## src/rtl/mult_seq_n.sv

```systemverilog
// Sequential shift-add multiplier: WIDTH x WIDTH -> 2*WIDTH, signed or unsigned per operation.
// Define MULT_SEQ_ZERO_SKIP_EN to finish a zero-operand multiply in one cycle.
module mult_seq_n #(
   parameter int WIDTH = 8
) (
   input  logic                 CLK,
   input  logic                 Rst,
   input  logic                 St,
   input  logic                 Sgn,
   input  logic [WIDTH-1:0]     Mplier,
   input  logic [WIDTH-1:0]     Mcand,
   output logic [2*WIDTH-1:0]   Product,
   output logic                 Done,
   output logic                 Busy
);

   localparam int CW = $clog2(WIDTH + 1);

   typedef enum logic [1:0] {IDLE, RUN, DONE} state_t;

   state_t               state_q, state_d;
   logic [WIDTH:0]       a_q, a_d;
   logic [WIDTH-1:0]     b_q, b_d;
   logic [WIDTH-1:0]     mcand_q, mcand_d;
   logic                 sgn_q, sgn_d;
   logic [CW-1:0]        cnt_q, cnt_d;
   logic [2*WIDTH-1:0]   prod_q, prod_d;

   // One guard bit beyond A's WIDTH+1 bits keeps the sum exact before the shift.
   logic [WIDTH+1:0]     a_ext, m_ext, addend, sum;
   logic                 last_step;

   always_comb begin
      last_step = (cnt_q == CW'(WIDTH - 1));
      a_ext     = sgn_q ? {a_q[WIDTH], a_q} : {1'b0, a_q};
      m_ext     = sgn_q ? {{2{mcand_q[WIDTH-1]}}, mcand_q} : {2'b00, mcand_q};
      if (!b_q[0])
         addend = '0;
      else if (sgn_q && last_step)
         addend = ~m_ext + {{(WIDTH+1){1'b0}}, 1'b1};
      else
         addend = m_ext;
      sum = a_ext + addend;
   end

   always_comb begin
      state_d = state_q;
      a_d     = a_q;
      b_d     = b_q;
      mcand_d = mcand_q;
      sgn_d   = sgn_q;
      cnt_d   = cnt_q;
      prod_d  = prod_q;
      case (state_q)
         IDLE: begin
            if (St) begin
               a_d     = '0;
               b_d     = Mplier;
               mcand_d = Mcand;
               sgn_d   = Sgn;
               cnt_d   = '0;
               state_d = RUN;
`ifdef MULT_SEQ_ZERO_SKIP_EN
               if (Mplier == '0 || Mcand == '0) begin
                  prod_d  = '0;
                  state_d = DONE;
               end
`endif
            end
         end
         RUN: begin
            a_d   = sum[WIDTH+1:1];
            b_d   = {sum[0], b_q[WIDTH-1:1]};
            cnt_d = cnt_q + CW'(1);
            if (last_step) begin
               prod_d  = {sum[WIDTH:1], sum[0], b_q[WIDTH-1:1]};
               state_d = DONE;
            end
         end
         DONE:    state_d = IDLE;
         default: state_d = IDLE;
      endcase
   end

   always_ff @(posedge CLK) begin
      if (Rst) begin
         state_q <= IDLE;
         a_q     <= '0;
         b_q     <= '0;
         mcand_q <= '0;
         sgn_q   <= 1'b0;
         cnt_q   <= '0;
         prod_q  <= '0;
      end else begin
         state_q <= state_d;
         a_q     <= a_d;
         b_q     <= b_d;
         mcand_q <= mcand_d;
         sgn_q   <= sgn_d;
         cnt_q   <= cnt_d;
         prod_q  <= prod_d;
      end
   end

   assign Product = prod_q;
   assign Done    = (state_q == DONE);
   assign Busy    = (state_q != IDLE);

endmodule

```

## config.mk

```make
export PLATFORM = sky130hd
export DESIGN_NAME = mult_seq_n
export DESIGN_NICKNAME = d
export VERILOG_FILES = /design/src/rtl/mult_seq_n.sv
export SDC_FILE = /design/constraint.sdc
export NUM_CORES = 1
export LEC_CHECK = 0
export ABC_AREA = 0
export CAP_MARGIN = 20
export CORE_MARGIN = 2
export CORE_UTILIZATION = 35
export CTS_BUF_LIST = sky130_fd_sc_hd__clkbuf_4 sky130_fd_sc_hd__clkbuf_8 sky130_fd_sc_hd__clkbuf_16
export DETAILED_ROUTE_END_ITERATION = 10
export PLACE_DENSITY = 0.57
export SETUP_SLACK_MARGIN = 0.4
export SYNTH_ARGS = -nofsm -noshare
export SYNTH_HDL_FRONTEND = slang
export SYNTH_SLANG_ARGS = --single-unit
```

## constraint.sdc

```tcl
create_clock -name CLK -period 3.3 [get_ports CLK]
set_input_delay 0.495 -clock CLK [delete_from_list [all_inputs] [get_ports CLK]]
set_output_delay 0.495 -clock CLK [all_outputs]
set_load 0.03 [all_outputs]
```

### Word-level counts from Yosys, hierarchy flattened

Cells that the tools add are included.
Widths: inputs -> output; s select.

* reduce and logical (&&, ||, !) cells: 8
* muxes and demuxes: 13
* eq/ne operators: 5
* $add $sub $neg: 3
* bitwise logic cells: 1

Operator list (number)
* $mux 10: 4
* $pmux 9 s2: 1
* $pmux 8 s2: 1
* $add 10x1->10 const B: 1
* $add 10x10->10: 1
* $not 10->10: 1
* $mux 9: 1
* $mux 8: 1
* $pmux 4 s2: 1
* $reduce_and 2->1: 4
* $add 4x1->4 const B: 1
* $eq 4x3->1 const B: 1
* $mux 2: 2
* $mux 4: 1
* $ne 2x2->1 const B: 2
* $pmux 2 s2: 1
* $reduce_bool 2->1: 2
* $eq 2x1->1 const B: 1
* $eq 2x2->1 const B: 1
* $logic_not 2->1: 1
* $logic_and 1x1->1: 1

* output and inout port bits: 18
* flip-flop bits (word level): 48
* logic and storage cells: 37

### Depth between registers and ports, before layout

* depth after elaboration: 7
* depth in mapped cells: 14
* gate-level depth less buffers: 13

### Worst setup path before layout

No wires, ideal clock.

* kind: reg-to-reg
* from: register cnt_q[0]
* to: register prod_q[15], in the netlist Product[15]
* slack: 0.574 ns
* data required time: 3.230 ns
* data arrival time: 2.656 ns
* setup time: 0.070 ns
* stages on the path, launching flop included: 13
* cell sequence: dfxtp_1 -> ha_1 -> and3b_1 -> nand2_1 -> or3_1 -> a21boi_0 -> ha_1 -> a21oi_1 -> o211ai_1 -> o41ai_1 -> xnor2_1 -> nand2_1 -> a21oi_1

* cells in the longest elaborated chain, start to end: 5
* elaborated cells on any way between the ends: 6
* those cells by class: 1 x add/sub; 1 x eq/ne; 2 x mux; 2 x reduce/logical

Ends and longest elaborated chain
* from (decl): line 26 `logic [CW-1:0] cnt_q, cnt_d;`
* from (signal assigned): line 100 `cnt_q <= cnt_d;`
* $eq 4x3->1 (*): line 34 `last_step = (cnt_q == CW'(WIDTH - 1));`
* $logic_and 1x1->1: line 39 `else if (sgn_q && last_step)`
* $mux 10: line 39
* $mux 10: line 37 `if (!b_q[0])`
* $add 10x10->10: line 43 `sum = a_ext + addend;`
* to (signal assigned): line 101 `prod_q <= prod_d;`
* to (decl): line 27 `logic [2*WIDTH-1:0] prod_q, prod_d;`

Mark *: on every way between the ends. The rest lies on a longest branch, timed or not.
A chain may end at the register's enable or synchronous reset.

### Worst setup path after layout

* from: register cnt_q[0]
* to: register a_q[8]

* cells in the longest elaborated chain, start to end: 6

Ends and longest elaborated chain
* $eq 4x3->1: line 34
* $logic_and 1x1->1: line 39
* $mux 10: line 39
* $mux 10: line 37
* $add 10x10->10: line 43
* $pmux 9 s2: line 54 `case (state_q)`
* to (signal assigned): line 88 `a_q <= '0;`
* to (signal assigned): line 96 `a_q <= a_d;`
* to (decl): line 22 `logic [WIDTH:0] a_q, a_d;`

Every way passes these cells.

==> flow_summary.json <==
{
  "status": "finished, final reports clean",
  "ioPinCount": 38,
  "drtIter0Drc": 112,
  "final_area_mm2": 0.00316,
  "drt-vias-per-instance": 5.26,
  "timing.final.ws_setup_ps": 542,
  "ys_warn_count": 0,
  "drive_gt1_share_pct": 12.8,
  "die_area_mm2": 0.00762,
  "die_w_um": 87.3,
  "die_y_um": 87.3,
  "grt_max_degree": 22,
  "final_common_cell": "nand2_1",
  "fillers": 699,
  "cts_sinks": 48,
  "grt_first_pass_wirelength_um": 9850,
  "worstHoldStart": "Product[5]$_SDFFE_PP0P_",
  "routabilityCongestion": 0.819,
  "start_util_pct": 36.0,
  "crit-reg2reg-launch": "cnt_q[0]$_SDFFE_PP0P_",
  "finalCriticalPeriod_ps": 2760,
  "cts_root_buf": "clkbuf_8",
  "cp-start-kind": "flip-flop",
  "synth-seq-cells": 48,
  "seq_area_um2": 968,
  "r2r_end": "a_q[8]$_SDFFE_PP0P_",
  "pre_cts_ws_ps": 262,
  "path_clk_slew_ps": 90,
  "r2r_slack_ps": 540,
  "ctsHoldBuffers": 0,
  "synth_cells": 315,
  "rsz0062_at_grt": "false",
  "wl_um": 5890,
  "first_pass_iters": 4,
  "critPathCapture": "a_q[8]$_SDFFE_PP0P_",
  "antenna_left": 0,
  "cts_tree": "done",
  "avgSynthCellArea_um2": 7.71,
  "p_leak_nw": 1.12,
  "drc": 0,
  "critPathCaptureType": "flip-flop",
  "max-slew-margin-rel_pct": 44.3,
  "crit_start": "cnt_q[0]$_SDFFE_PP0P_",
  "antennaDiodeCount": 0,
  "synth_area_leaders": "dfxtp_1 40%, nand2_1 12%, a21oi_1 11%, ha_1 5.7%, nor2_1 2.9%",
  "antenna_found_initial": 0,
  "power_density_mw_per_mm2": 359,
  "slew_violations": 0,
  "path_max_fanout": 6,
  "peakVddDrop_uv": 222,
  "layoutNonFillerInstCount": 431,
  "core_mm2": 0.00676,
  "dp.cells": 418,
  "grt_pass1_vias": 2165,
  "dp_hpwl_um": 4020,
  "placed_area_mm2": 0.00288,
  "clk_path_buf_depth": 2,
  "fin_setup_tns_ps": 0,
  "synth_area_leader_cell": "dfxtp_1",
  "setup_viol": 0,
  "cts_buffers": 5,
  "required_ps": 3520,
  "multi_input_area_mm2": 0.00152,
  "overflow": 0,
  "drv.max_cap_violation_count": 0,
  "grt_use_total_pct": 15.9,
  "worstPathArrival_ps": 2980,
  "min_period_over_period_pct": 83.6,
  "clock_latency_ps": 300,
  "worstSetupPathType": "reg -> reg",
  "hold_viol": 0,
  "dr_total_vias": 2266,
  "fin_nets": 382,
  "synth_area_mm2": 0.00243,
  "row_count": 30,
  "tightest_slew_ps": 833,
  "final.setup_skew_ps": 7.32,
  "port_buffers": 37,
  "layout_common_cells": "76 x nand2_1, 47 x a21oi_1, 44 x dfxtp_1",
  "synth_cell_types": 40,
  "wire_per_inst_um": 13.7,
  "synth_top_cell_area_share_pct": 39.5,
  "seq_area_frac_synth_pct": 39.5,
  "hp-class": "reg -> reg",
  "htreeDepth": 2,
  "reg2reg_depth": 13,
  "fmax_mhz": 363,
  "syn2layout_area_growth_pct": 29.9,
  "synth_nets": 347
}
critical path, stage by stage, from the launching register on:
cell,delay [ps]
dfxtp_4,380
ha_4,140
and3b_2,270
nand2_4,90
a21oi_1,170
xor2_1,160
and2_1,180
ha_1,320
a21oi_2,200
nor2_1,70
a211oi_2,230
o31ai_2,120
xor2_1,150
o31ai_1,180
metrics by stage:
| stage | hold slack [ps] | utilization, % | power [mW] |
|---|---|---|---|
| 2_1_floorplan | 446 | - | 0.709 |
| 3_3_place_gp | 446 | 42.6 | 0.760 |
| 3_5_place_dp | 450 | 42.6 | 0.761 |
| 4_1_cts | 463 | 44.4 | 1.14 |
| 5_1_grt | 481 | 46.7 | 1.19 |
| 6_report | 460 | 46.7 | 1.13 |
cells in the mapped netlist:
| cell | number |
|---|---|
| dfxtp_1 | 48 |
| o31ai_1 | 2 |
| ha_1 | 11 |
| o21ai_0 | 6 |
| a21boi_0 | 4 |
| a21o_1 | 1 |
| mux2i_1 | 1 |
| a31oi_1 | 2 |
| xnor2_1 | 7 |
| clkbuf_1 | 18 |
| a211oi_1 | 3 |
| nor4_1 | 1 |
| fa_1 | 1 |
| o211ai_1 | 1 |
| nor4_4 | 1 |
| o21a_1 | 1 |
| nand3b_1 | 4 |
| nor4bb_1 | 1 |
| and3_1 | 1 |
| inv_1 | 4 |
| or3_1 | 3 |
| a22oi_1 | 7 |
| nor2_1 | 19 |
| o41ai_1 | 1 |
| nor3_1 | 4 |
| nand4_1 | 1 |
| o22ai_1 | 1 |
| nand2b_1 | 1 |
| nor3_2 | 1 |
| buf_1 | 1 |
| and2_1 | 5 |
| a21oi_1 | 52 |
| nand3_1 | 14 |
| nor4b_4 | 1 |
| o21bai_1 | 1 |
| xor2_1 | 4 |
| nor2b_1 | 2 |
| nand4b_1 | 1 |
| and3b_1 | 1 |
| nand2_1 | 77 |
area by class of cell:
type	instances	area share [%]
clock inverter	1	0.238
multi-input combinational	245	48.3
tap	80	3.17
clock buffer	7	2.85
timing repair buffer	46	14.3
sequential	48	30.7
inverter	4	0.476
sequential cells by signal (all words and copies together), names as in the netlist:
| signal | count |
|---|---|
| mcand_q | 8 |
| a_q | 9 |
| sgn_q | 1 |
| b_q | 8 |
| cnt_q | 4 |
| state_q | 2 |
| Product | 16 |
where the power goes:
part,internal [mW],switching [mW]
Combinational,0.0627,0.0726
Clock,0.179,0.200
Sequential,0.596,0.0241
Total,0.838,0.297
repair_timing:
action                     in CTS  in global routing
buffers inserted                0                  4
cloned                          0                  1
setup endpoints to repair       5                 11
gates resized for setup         5                 31
pin swaps                       0                 12
per-layer routing:
layer / wire (um) / global-route usage, % / vias to the layer above
li1: - / - / 1155
met1: 2800 / 20.3 / 1073
met2: 2860 / 27.6 / 31
met3: 140 / 2.84 / 7
met4: 90 / 4.34 / 0
met5: 0 / 0 / -
logic make-up (layout without fill, tap and decap cells):
family	count (synthesis)	in the layout	synth area share, %
AO/OA/AOI/OAI	82	82	19.3
XOR/XNOR	11	11	3.96
adder cells (fa/ha/maj)	12	12	6.49
buffers and inverters	23	58	3.55
flip-flops	48	48	39.5
multiplexers	1	1	0.412
AND/OR/NAND/NOR	138	139	26.8
how the worst min path moves through the flow:
stage               slack, ps                       end  cells after the start
CTS                       460   Product[5]$_SDFFE_PP0P_                      2
floorplan                 450   Product[6]$_SDFFE_PP0P_                      2
global route              480   Product[2]$_SDFFE_PP0P_                      2
global placement          450  Product[13]$_SDFFE_PP0P_                      2
finish                    460   Product[5]$_SDFFE_PP0P_                      2
detailed placement        450   Product[5]$_SDFFE_PP0P_                      2
(Power assumes the default switching activity.)
